## config.mk

```make
export PLATFORM = sky130hd
export DESIGN_NAME = wb_memslave_flat
export DESIGN_NICKNAME = d
export VERILOG_FILES = /design/src/rtl/wb_memslave_if.sv /design/src/rtl/wb_memslave.sv /design/src/flat_wrapper.sv
export SDC_FILE = /design/constraint.sdc
export NUM_CORES = 1
export LEC_CHECK = 0
export BUFFER_PORTS_ARGS = -buffer_cell sky130_fd_sc_hd__buf_4
export CAP_MARGIN = 10
export CORE_UTILIZATION = 29
export DETAILED_ROUTE_END_ITERATION = 10
export PLACE_DENSITY_LB_ADDON = 0.05
export SLEW_MARGIN = 20
export SYNTH_ARGS = -nofsm -noshare
export SYNTH_HDL_FRONTEND = slang
export SYNTH_SLANG_ARGS = --single-unit
```

## constraint.sdc

```tcl
create_clock -name i_clk -period 4.4 [get_ports i_clk]
set_input_delay 0.22 -clock i_clk [delete_from_list [all_inputs] [get_ports i_clk]]
set_output_delay 0.22 -clock i_clk [all_outputs]
set_load 0.05 [all_outputs]
```

## src/rtl/wb_memslave_if.sv

```systemverilog
// Pipelined Wishbone bus between the bench master and the wb_memslave RAM model.
// Signal names are given from the slave's point of view:
//   i_wb_cyc/stb/we  bus cycle, request strobe, write enable
//   i_wb_addr        word address (AW bits)
//   i_wb_data        write data (DW bits)
//   i_wb_sel         byte-lane enables (DW/8 bits)
//   o_wb_stall       request not accepted this cycle
//   o_wb_ack/err     one-cycle completion pulses (never together)
//   o_wb_data        read data, valid with o_wb_ack, zero otherwise
interface wb_memslave_if #(
    parameter int AW = 5,
    parameter int DW = 32
);
    logic              i_wb_cyc;
    logic              i_wb_stb;
    logic              i_wb_we;
    logic [AW-1:0]     i_wb_addr;
    logic [DW-1:0]     i_wb_data;
    logic [DW/8-1:0]   i_wb_sel;
    logic              o_wb_stall;
    logic              o_wb_ack;
    logic              o_wb_err;
    logic [DW-1:0]     o_wb_data;

    modport master (
        output i_wb_cyc, i_wb_stb, i_wb_we, i_wb_addr, i_wb_data, i_wb_sel,
        input  o_wb_stall, o_wb_ack, o_wb_err, o_wb_data
    );

    modport slave (
        input  i_wb_cyc, i_wb_stb, i_wb_we, i_wb_addr, i_wb_data, i_wb_sel,
        output o_wb_stall, o_wb_ack, o_wb_err, o_wb_data
    );
endinterface

```

## src/rtl/wb_memslave.sv

```systemverilog
// wb_memslave: bench-side pipelined Wishbone RAM model.
// Accepts requests whenever not stalled, performs byte-lane writes at accept,
// samples read data at accept, and returns ack (or err for the error address)
// exactly LATENCY cycles later through a shift-register pipeline. A 16-bit
// LFSR produces pseudo-random stalls to exercise master flow control.
// Ports:
//   i_clk      clock
//   i_reset    synchronous active-high reset
//   wb         slave side of wb_memslave_if (cyc/stb/we/addr/data/sel in,
//              stall/ack/err/data out)
//   o_nreads   reads acknowledged since reset (wraps)
//   o_nwrites  writes acknowledged since reset (wraps)
module wb_memslave #(
    parameter int              AW         = 5,
    parameter int              DW         = 32,
    parameter int              LATENCY    = 2,
    parameter logic            OPT_STALL  = 1'b1,
    parameter logic [15:0]     STALL_SEED = 16'hACE1,
    parameter logic            OPT_ERR    = 1'b0,
    parameter logic [AW-1:0]   ERR_ADDR   = {AW{1'b1}}
) (
    input  logic               i_clk,
    input  logic               i_reset,
    wb_memslave_if.slave       wb,
    output logic [31:0]        o_nreads,
    output logic [31:0]        o_nwrites
);
    localparam int SW = DW / 8;
    localparam int MD = 1 << AW;

    logic [DW-1:0]        r_mem [MD];
    logic [15:0]          r_lfsr;
    logic                 w_fb;
    logic                 w_stall;
    logic                 w_accept;
    logic                 w_is_err;
    logic                 w_flush;

    // Pipeline stage k holds a completion that is k+1 edges old; the last
    // stage drives the bus outputs directly so they are registered.
    logic [LATENCY-1:0]   r_pack;
    logic [LATENCY-1:0]   r_perr;
    logic [LATENCY-1:0]   r_pwe;
    logic [DW-1:0]        r_pdata [LATENCY];
    logic [LATENCY-1:0]   w_nack;
    logic [LATENCY-1:0]   w_nerr;
    logic [LATENCY-1:0]   w_nwe;
    logic [DW-1:0]        w_ndata [LATENCY];

    logic [31:0]          r_nreads;
    logic [31:0]          r_nwrites;

    // Fibonacci feedback for taps 16,14,13,11; stall depends on state only.
    assign w_fb     = r_lfsr[15] ^ r_lfsr[13] ^ r_lfsr[12] ^ r_lfsr[10];
    assign w_stall  = OPT_STALL && (r_lfsr[1:0] == 2'b00);
    assign w_accept = wb.i_wb_cyc && wb.i_wb_stb && !w_stall && !i_reset;
    assign w_is_err = OPT_ERR && (wb.i_wb_addr == ERR_ADDR);

    // Next pipeline contents: load, shift, error flush, cycle abort, data gating.
    always_comb begin
        w_nack = {LATENCY{1'b0}};
        w_nerr = {LATENCY{1'b0}};
        w_nwe  = {LATENCY{1'b0}};
        for (int k = 0; k < LATENCY; k++) begin
            w_ndata[k] = {DW{1'b0}};
        end
        w_nack[0]  = w_accept && !w_is_err;
        w_nerr[0]  = w_accept && w_is_err;
        w_nwe[0]   = wb.i_wb_we;
        w_ndata[0] = (wb.i_wb_we || w_is_err) ? {DW{1'b0}} : r_mem[wb.i_wb_addr];
        for (int k = 1; k < LATENCY; k++) begin
            w_nack[k]  = r_pack[k-1];
            w_nerr[k]  = r_perr[k-1];
            w_nwe[k]   = r_pwe[k-1];
            w_ndata[k] = r_pdata[k-1];
        end
        // An error reaching the output drops everything issued after it.
        w_flush = w_nerr[LATENCY-1];
        for (int k = 0; k < LATENCY - 1; k++) begin
            w_nack[k] = w_nack[k] && !w_flush;
            w_nerr[k] = w_nerr[k] && !w_flush;
        end
        // Dropping cyc abandons every outstanding request.
        w_nack = w_nack & {LATENCY{wb.i_wb_cyc}};
        w_nerr = w_nerr & {LATENCY{wb.i_wb_cyc}};
        // Data lines carry only read data of live acks, zero otherwise.
        for (int k = 0; k < LATENCY; k++) begin
            w_ndata[k] = w_nack[k] ? w_ndata[k] : {DW{1'b0}};
        end
    end

    // LFSR, pipeline registers and completion counters.
    always_ff @(posedge i_clk) begin
        if (i_reset) begin
            r_lfsr    <= STALL_SEED;
            r_pack    <= {LATENCY{1'b0}};
            r_perr    <= {LATENCY{1'b0}};
            r_pwe     <= {LATENCY{1'b0}};
            for (int k = 0; k < LATENCY; k++) begin
                r_pdata[k] <= {DW{1'b0}};
            end
            r_nreads  <= 32'd0;
            r_nwrites <= 32'd0;
        end else begin
            r_lfsr <= {r_lfsr[14:0], w_fb};
            r_pack <= w_nack;
            r_perr <= w_nerr;
            r_pwe  <= w_nwe;
            for (int k = 0; k < LATENCY; k++) begin
                r_pdata[k] <= w_ndata[k];
            end
            // Counted on the edge that closes the ack cycle.
            if (r_pack[LATENCY-1]) begin
                if (r_pwe[LATENCY-1]) begin
                    r_nwrites <= r_nwrites + 32'd1;
                end else begin
                    r_nreads  <= r_nreads + 32'd1;
                end
            end
        end
    end

    // Byte-lane write at accept; error-address writes never reach the array.
    always_ff @(posedge i_clk) begin
        if (w_accept && wb.i_wb_we && !w_is_err) begin
            for (int k = 0; k < SW; k++) begin
                if (wb.i_wb_sel[k]) begin
                    r_mem[wb.i_wb_addr][k*8 +: 8] <= wb.i_wb_data[k*8 +: 8];
                end
            end
        end
    end

    assign wb.o_wb_stall = w_stall;
    assign wb.o_wb_ack   = r_pack[LATENCY-1];
    assign wb.o_wb_err   = r_perr[LATENCY-1];
    assign wb.o_wb_data  = r_pdata[LATENCY-1];
    assign o_nreads      = r_nreads;
    assign o_nwrites     = r_nwrites;
endmodule

```

## src/flat_wrapper.sv

```systemverilog
// flat-port wrapper written by rule: the top's interface ports become plain ports
module wb_memslave_flat 
#(
    parameter int              AW         = 5,
    parameter int              DW         = 32,
    parameter int              LATENCY    = 2,
    parameter logic            OPT_STALL  = 1'b1,
    parameter logic [15:0]     STALL_SEED = 16'hACE1,
    parameter logic            OPT_ERR    = 1'b0,
    parameter logic [AW-1:0]   ERR_ADDR   = {AW{1'b1}}
)
  (i_clk, i_reset, o_nreads, o_nwrites, wb_i_wb_cyc, wb_i_wb_stb, wb_i_wb_we, wb_i_wb_addr, wb_i_wb_data, wb_i_wb_sel, wb_o_wb_stall, wb_o_wb_ack, wb_o_wb_err, wb_o_wb_data);
  wb_memslave_if #(.AW(AW), .DW(DW)) wb_i ();
  input  logic i_clk;
  input  logic i_reset;
  output logic [31:0] o_nreads;
  output logic [31:0] o_nwrites;
  input wire logic [$bits(wb_i.i_wb_cyc)-1:0] wb_i_wb_cyc;
  input wire logic [$bits(wb_i.i_wb_stb)-1:0] wb_i_wb_stb;
  input wire logic [$bits(wb_i.i_wb_we)-1:0] wb_i_wb_we;
  input wire logic [$bits(wb_i.i_wb_addr)-1:0] wb_i_wb_addr;
  input wire logic [$bits(wb_i.i_wb_data)-1:0] wb_i_wb_data;
  input wire logic [$bits(wb_i.i_wb_sel)-1:0] wb_i_wb_sel;
  output wire logic [$bits(wb_i.o_wb_stall)-1:0] wb_o_wb_stall;
  output wire logic [$bits(wb_i.o_wb_ack)-1:0] wb_o_wb_ack;
  output wire logic [$bits(wb_i.o_wb_err)-1:0] wb_o_wb_err;
  output wire logic [$bits(wb_i.o_wb_data)-1:0] wb_o_wb_data;
  assign wb_i.i_wb_cyc = wb_i_wb_cyc;
  assign wb_i.i_wb_stb = wb_i_wb_stb;
  assign wb_i.i_wb_we = wb_i_wb_we;
  assign wb_i.i_wb_addr = wb_i_wb_addr;
  assign wb_i.i_wb_data = wb_i_wb_data;
  assign wb_i.i_wb_sel = wb_i_wb_sel;
  assign wb_o_wb_stall = wb_i.o_wb_stall;
  assign wb_o_wb_ack = wb_i.o_wb_ack;
  assign wb_o_wb_err = wb_i.o_wb_err;
  assign wb_o_wb_data = wb_i.o_wb_data;
  wb_memslave #(.AW(AW), .DW(DW), .LATENCY(LATENCY), .OPT_STALL(OPT_STALL), .STALL_SEED(STALL_SEED), .OPT_ERR(OPT_ERR), .ERR_ADDR(ERR_ADDR)) u_core (.i_clk(i_clk), .i_reset(i_reset), .wb(wb_i), .o_nreads(o_nreads), .o_nwrites(o_nwrites));
endmodule
```

==> Yosys cells after proc, flatten, opt, wreduce, memory -nomap -nowiden <==
Memories as Yosys holds them, arrays and structs flattened.
Index checks and enable logic that the tools add are counted.
{ "op_classes": {"add_sub_neg": 2, "n_div": 0, "n_reduce_logical": 11, "muxes": 20, "n_mul": 0, "shifts": 0, "n_eq_ne": 0, "n_lt_le_gt_ge": 0, "bitwise_logic": 8} }
{ "ops": {"columns": ["op", "n"], "rows": [
  ["$mux W32", 5],
  ["$add A32 B1 Y32 const B", 2],
  ["$mux W1", 15],
  ["$logic_and A1 B1 Y1", 5],
  ["$and A2 B2 Y2", 2],
  ["$reduce_and A2 Y1", 2],
  ["$logic_not A1 Y1", 3],
  ["$xor A1 B1 Y1", 3],
  ["$logic_not A2 Y1", 1],
  ["$or A1 B1 Y1", 2],
  ["$not A1 Y1", 1]
]} }
{ "word_totals": {"memories": 2, "romBits": 0, "ramBits": 1088, "elab_cells": 49, "out_inout_bits": 99, "latch_bits": 0, "register_bits": 86} }
{ "memory_table": {"columns": ["name", "words", "width", "rd", "rd_ports_with_merged_regs", "write_ports", "line_no", "rtl"], "rows": [
  ["u_core.r_mem", 32, 32, 1, 0, 1, "wb_memslave.sv:31", "logic [DW-1:0] r_mem [MD];"],
  ["u_core.r_pdata", 2, 32, 2, 0, 2, "wb_memslave.sv:44", "logic [DW-1:0] r_pdata [LATENCY];"]
]} }

==> Logic depth before layout (Yosys ltp) <==
Gate-level depths: netlist of the first run.
{ "logic_depth": {"depth_word": 8, "depth_mapped": 8} }

==> Worst setup path before layout of the first run <==
No wires, ideal clock.
{ "synth_timing": {"path_type": "register -> register", "from": "reg u_core.r_nreads[0] (netlist: u_core.o_nreads[0])", "to": "reg u_core.r_nreads[22] (netlist: u_core.o_nreads[22])", "period_less_slack_ps": 2444, "slack_ps": 1956, "path_stages_with_launch": 7, "setup_ps": 70, "path_buffers": 1, "arrival_ps": 2373, "path_cell_list": "dfxtp_1 ha_1 nand3b_2 or4_1 buf_2 or4_1 a21oi_1"} }
{ "synth_via": {"elab_chain_cells": 1} }
{ "synth_rtl": {"columns": ["element", "line_no", "rtl"], "rows": [
  ["start: declaration", "wb_memslave.sv:50", "logic [31:0] r_nreads;"],
  ["start signal: assignment", "wb_memslave.sv:117", "r_nreads <= r_nreads + 32'd1;"],
  ["$add A32 B1 Y32", "wb_memslave.sv:117", null]
]} }
No other way between the ends.
A chain may end at the register's enable or synchronous reset.

==> Worst setup path in the final report of the first run <==
{ "layout_timing": {"from": "reg u_core.r_lfsr[1]", "to": "mem u_core.r_mem[12][26], enable pin"} }
{ "layout_via": {"elab_chain_cells": 7} }
{ "layout_rtl": {"columns": ["element", "line_no", "rtl"], "rows": [
  ["start: declaration", "wb_memslave.sv:32", "logic [15:0] r_lfsr;"],
  ["start signal: assignment", "wb_memslave.sv:105", "r_lfsr <= {r_lfsr[14:0], w_fb};"],
  ["$logic_not A2 Y1", "wb_memslave.sv:55", "assign w_stall = OPT_STALL && (r_lfsr[1:0] == 2'b00);"],
  ["$logic_not A1 Y1", "wb_memslave.sv:56", "assign w_accept = wb.i_wb_cyc && wb.i_wb_stb && !w_stall && !i_reset;"],
  ["$logic_and A1 B1 Y1 (2 in a row)", "wb_memslave.sv:56", null],
  ["$logic_and A1 B1 Y1", "wb_memslave.sv:125", "if (w_accept && wb.i_wb_we && !w_is_err) begin"],
  ["$mux W1", "wb_memslave.sv:125", null],
  ["$mux W1 (not written as such)", "wb_memslave.sv:128", "r_mem[wb.i_wb_addr][k*8 +: 8] <= wb.i_wb_data[k*8 +: 8];"],
  ["end: declaration", "wb_memslave.sv:31", null]
]} }
No other way between the ends.

==> impl_metrics.toml, run 1 <==
[placed_design]
place_congestion = 0.7580
port_buffers = 143
place_area_sq_um = 48460
post-place-ws_ps = 832.3
placedCellCount = 4843
hpwl_microns = 91490

[finish]
final_nets = 3036
instances_no_fill = 5135
final_core_util = 0.3493
fin_area_sq_um = 53320
drive_gt1_frac = 0.1543
syn_to_final_growth_pct = 19.16

[synthesis]
synthTopCellsByCount = "edfxtp_1 (1024), mux2i_1 (513), o22ai_1 (256)"
synth_seq_area_share = 0.7534
synth_seq_cells = 1172
async_flop_share = 0
dominantRegCellSynth = "edfxtp_1"
synth.most_common_cell = "edfxtp_1"
syn_inst = 2759
yosys_warnings = 0
synth.area.top_cells = "edfxtp_1 (69%), mux2i_1 (11%), dfxtp_1 (6.6%)"
synth.net_count = 2807
syn-mean-instance-area_sq_um = 16.22
synthesis.area_sq_um = 44740
yosys.area.top_type_share = 0.6872
synth.distinct_cells = 40
synth_top_area_cell = "edfxtp_1"
synth-edff-count = 1024

[setup_path]
rr_worst_depth = 5
crit_path_frequent_cell = "nor2_1"
crit_slowest_cell = "nor3b_2"
crit_path_end_kind = "register"
cp-start-kind = "register"
arrival_ps = 3790
cpPeakStageDelay_ps = 850
crit_family = "simple AND/OR/NAND/NOR gates"
path_class = "reg -> reg"
path_cells = "nor2_1 -> nor3b_2 -> nand2_1 -> buf_4 -> nor2_1"
path_buf_inv = 1
worst_ep_required_time_ps = 4790
cp.depth = 5
crit_fanout = 17

[floorplan]
coreArea_sq_um = 152600
start_util = 0.2932
rows = 143
die_x_microns = 394.8
die_area_sq_um = 155900
ioPinCount = 145
dieHeight_microns = 394.8

[route]
drtPass1Iterations = 7
drcViolationCount = 0
routed.top_layer = "met4"
ant_nets = 0
via_per_inst = 4.922
first_iter_violations = 1898
wl_met2_microns = 68580
route.met3.wl_microns = 6181
routed_wirelength_microns = 145400
drt-met1-wl_microns = 67820
vias = 25280
wl_per_cell_microns = 28.31

[power]
clkPwrFrac = 0.466
internal_power_w = 0.01919
ir_worst_vdd_mv = 0.3109
pwr-share-seq = 0.495
share_comb_of_total_power = 0.039
swShare = 0.2147
power_density_nw_per_um2 = 458.3
leakage_nw = 18.20
switchingPower_w = 0.005247

[timing]
max_freq_mhz = 294.3
tightest_slew_ps = 1083
period_needed_ps = 3398
slew_headroom = 0.2755
setup_viol = 0
clock-skew-final_ps = 27.64
fin_ws_ps = 1002
finalSetupTns_ps = 0
period_share = 0.7723
hold_viol = 0
rsz0062_at_grt = "false"
final_max_slew_viol_count = 0

[global_routing]
antenna_found_initial = 8
track_usage = 0.1847
grt_pass1_vias = 25550
grt_max_degree = 85
overflow = 0
grt_pass1_wl_microns = 203000

[clocking]
worstSkewPairLatency_ps = 770
cts_resized = 0
ctsLongestPathBuffers = 3
clkSinkCount = 1172
root_buffer = "clkbuf_16"
clk_pin_slew_ps = 60
cts_buffers = 138
postCtsSetupBuffers = 0
cts_tree = "done"
cts.htree.levels = 4

[hold_path]
whs_path_depth = 3
holdCritPathClass = "in -> reg"

[run_status]
outcome = "finished, final reports clean"

[run]
cap_violations = 0
stage by stage:
step,hold slack (ps),total power [W]
floorplan,318.9,0.01278
global placement,397.6,0.01328
detailed placement,403.3,0.01328
CTS,25.09,0.02477
global route,58.13,0.02521
finish,41.64,0.02443
path summary, 6_finish.rpt:
| check | from | end | slack, ps |
|---|---|---|---|
| max | u_core.r_lfsr[1]$_SDFF_PP0_ | u_core.r_mem[12][26]$_DFFE_PP_ | 1000 |
| min | wb_i_wb_cyc | u_core.r_pdata[0][40]$_SDFF_PP0_ | 40 |
| max reg2reg | u_core.r_lfsr[1]$_SDFF_PP0_ | u_core.r_mem[12][26]$_DFFE_PP_ | 1000 |
| min reg2reg | u_core.r_lfsr[5]$_SDFF_PP1_ | u_core.r_lfsr[6]$_SDFF_PP1_ | 410 |
layout by cell type (no fill, tap or decap), drive strengths merged, types with 52 or more instances in the layout:
| cell | Yosys | routed |
|---|---|---|
| a21oi | 72 | 72 |
| buf | 69 | 258 |
| clkbuf | 135 | 186 |
| dfxtp | 148 | 148 |
| edfxtp | 1024 | 1024 |
| mux2i | 513 | 513 |
| nand2 | 52 | 52 |
| nor2 | 158 | 158 |
| nor4 | 73 | 73 |
| o22ai | 256 | 256 |
final cells by class:
class	instances	area [sq um]
fill	14560	99300
multi-input combinational	1372	10130
timing repair buffer	293	2395
tap	2030	2540
inverter	11	41.29
clock inverter	70	636.9
clock buffer	186	3864
antenna	1	2.502
sequential	1172	33710
what timing repair did:
action                                   CTS  global route
endpoints found under the setup margin     0             0
hold endpoints to repair                1026             0
hold buffers                              35             0
routing by layer:
metal  global-route usage  up-vias
li1                     -    11280
met1               0.2580    13150
met2               0.2972      658
met3              0.03167      187
met4              0.04471        0
met5                    0        -
cell families (layout without fill, tap and decap cells):
group	after synthesis	in the layout	synth area share
AOI/OAI and AO/OA	367	367	0.04944
xor gates and xnor gates	25	25	0.004894
adders and majority gates	2	2	0.0005592
buffers and inverters	215	560	0.02145
DFF	1172	1172	0.7534
muxes	514	514	0.1150
other	1	2	0.00008381
and+or+nand+nor	463	463	0.05512
power by group through the flow:
stage	sequential, W	combinational [W]	clock [W]
6_report	0.0121	0.000944	0.0114
5_1_grt	0.0121	0.00100	0.0121
4_1_cts	0.0121	0.000969	0.0117
3_5_place_dp	0.0123	0.000942	0
3_3_place_gp	0.0123	0.000937	0
2_1_floorplan	0.0123	0.000440	0
worst reg2reg max path: stages (launching register included):
cell	delay (ps)
dfxtp_1	330
nor2_1	90
nor3b_2	850
nand2_1	730
buf_4	440
nor2_1	580
flip-flops by register name, indices dropped and copies added, names as in the netlist:
register	count
u_core.r_mem	1024
u_core.r_lfsr	16
u_core.r_pdata	64
u_core.r_pack	2
u_core.o_nwrites	32
u_core.r_pwe	2
u_core.o_nreads	32
Note: power is estimated with default switching activity, not from simulation.
==> run 2: changes to the inputs <==
==> constraint.sdc (replaced) <==
create_clock -name i_clk -period 3.3 [get_ports i_clk]
set_input_delay 0.165 -clock i_clk [delete_from_list [all_inputs] [get_ports i_clk]]
set_output_delay 0.165 -clock i_clk [all_outputs]
set_load 0.05 [all_outputs]
==> run 2 against run 1 <==
Non-clock buffer count up 91; routed wire length up 1.6%; first-iteration DRC count up 1.7%; largest cell class unchanged; critical path depth unchanged; fmax up 35%; clock power up 35%; clock skew down 1.8 ps; via count up 1.0%; design area up 1.6%; power up 34%; largest power group unchanged.
==> impl_metrics.toml, run 2 (synthesized netlist as in run 1, its figures left out) <==
[run_status]
outcome = "finished, final reports clean"

[timing]
final_max_slew_viol_count = 0
clock-skew-final_ps = 25.85
period_share = 0.7613
finalSetupTns_ps = 0
period_needed_ps = 2512
tightest_slew_ps = 1148
hold_viol = 0
rsz0062_at_grt = "false"
slew_headroom = 0.2348
setup_viol = 0
max_freq_mhz = 398.1

[setup_path]
cp-start-kind = "register"
arrival_ps = 3190
crit_path_end_kind = "register"
worst_ep_required_time_ps = 3980
crit_fanout = 19
path_class = "reg -> reg"

[floorplan]
die_area_sq_um = 155900
ioPinCount = 145
die_x_microns = 394.8
start_util = 0.2932
coreArea_sq_um = 152600
dieHeight_microns = 394.8
rows = 143

[finish]
final_nets = 3130
largest_register = "u_core.r_mem"
multi_input_area_sq_um = 10130
syn_to_final_growth_pct = 21.01
drive_gt1_frac = 0.1803
largest_reg_flops = 1024
reg.largest.list = "u_core.r_mem: 1024 flops, u_core.r_pdata: 64 flops"
fin_area_sq_um = 54150
mostFrequentLayoutCells = "edfxtp_1 (1024), mux2i_1 (513), buf_4 (334), o22ai_1 (256), nor2_1 (155)"
fill_cells = 14460
seq_area_sq_um = 33710
mostFrequentLayoutCell = "edfxtp_1"

[clocking]
clkSinkCount = 1172
ctsLongestPathBuffers = 3
cts.htree.levels = 4
cts_buffers = 141
clk_pin_slew_ps = 60
worstSkewPairLatency_ps = 770
cts_tree = "done"
cts_resized = 0
root_buffer = "clkbuf_16"

[global_routing]
grt_pass1_wl_microns = 204800
grt_max_degree = 85
grt_pass1_vias = 25900
overflow = 0
antenna_found_initial = 5
track_usage = 0.1875

[placed_design]
port_buffers = 143
place_congestion = 0.7765
place_area_sq_um = 49200
hpwl_microns = 94810

[hold_path]
holdCritPathClass = "in -> reg"

[power]
share_comb_of_total_power = 0.039
clkPwrFrac = 0.470
internal_power_w = 0.02583
ir_worst_vdd_mv = 0.4825
power_density_nw_per_um2 = 606.8
switchingPower_w = 0.007024
leakage_nw = 18.73
pwr-share-seq = 0.491
swShare = 0.2138

[route]
drcViolationCount = 0
via_per_inst = 4.885
vias = 25530
routed_wirelength_microns = 147800
ant_nets = 0
drtPass1Iterations = 5
first_iter_violations = 1931
wl_per_cell_microns = 28.27

[run]
cap_violations = 0
-- run 2: changes by cell type in the layout (fill, tap and decap cells not counted), sizes merged --
cell         change
buf             +90
clkinvlp         -1
clkinv          -13
dlygate4sd3      +1
bufinv           +1
clkbuf          +12
inv              +1
-- run 2: worst paths after layout --
check                                                      from                          endpoint  slack, ps  cells past startpoint
worst max-delay path            u_core.o_nreads[0]$_SDFFE_PP0P_  u_core.o_nreads[30]$_SDFFE_PP0P_        790                      5
worst min-delay path                             wb_i_wb_sel[2]     u_core.r_mem[2][23]$_DFFE_PP_         70                      3
worst max register to register  u_core.o_nreads[0]$_SDFFE_PP0P_  u_core.o_nreads[30]$_SDFFE_PP0P_        790                      5
worst min register to register      u_core.r_lfsr[9]$_SDFF_PP0_      u_core.r_lfsr[10]$_SDFF_PP1_        400                      1
-- run 2: layout make-up --
cell class | instances | area share
Sequential cell | 1172 | 0.6226
Multi-Input combinational cell | 1372 | 0.1871
Clock buffer | 198 | 0.07311
Timing Repair Buffer | 384 | 0.05805
Tap cell | 2030 | 0.04691
Clock inverter | 58 | 0.01144
Inverter | 11 | 0.0007626
Antenna cell | 1 | 0.00004622
-- run 2: critical path, stage by stage (launching register included) --
cell,delay (ps)
dfxtp_1,430
ha_1,190
nand3b_2,160
or4_1,880
or4_1,600
a21oi_1,160
-- run 2: per-layer routing --
metal | track usage | part of all wire | up-vias
met1 | 0.2621 | 0.47 | 13250
met3 | 0.03282 | 0.046 | 164
met5 | 0 | 0 | -
li1 | - | - | 11450
met2 | 0.2985 | 0.47 | 671
met4 | 0.05053 | 0.021 | 0
-- run 2: through the flow --
stage	utilization	cells	power (W)	hold slack (ps)	setup slack, ps
global placement	0.3223	4933	0.01771	397.2	320.5
finish	0.3548	5226	0.03285	71.91	787.8
detailed placement	0.3224	4933	0.01772	393.2	322.4
global route	0.3548	5225	0.03386	82.90	636.3
floorplan	-	2759	0.01704	263.9	856.2
CTS	0.3547	5225	0.03326	23.84	765.4
-- run 2: timing repair --
action / 4_1_cts / 5_1_grt
setup buffers: 0 / 0
hold buffers: 36 / 0
endpoints found under the hold margin: 1031 / 0
-- run 2: power by group through the flow --
stage	clock network [W]	registers [W]	logic [W]
after floorplan	0	0.0165	0.000586
after global placement	0	0.0165	0.00125
after detailed placement	0	0.0165	0.00127
after CTS	0.0158	0.0161	0.00130
after global routing	0.0164	0.0161	0.00135
final	0.0154	0.0161	0.00127
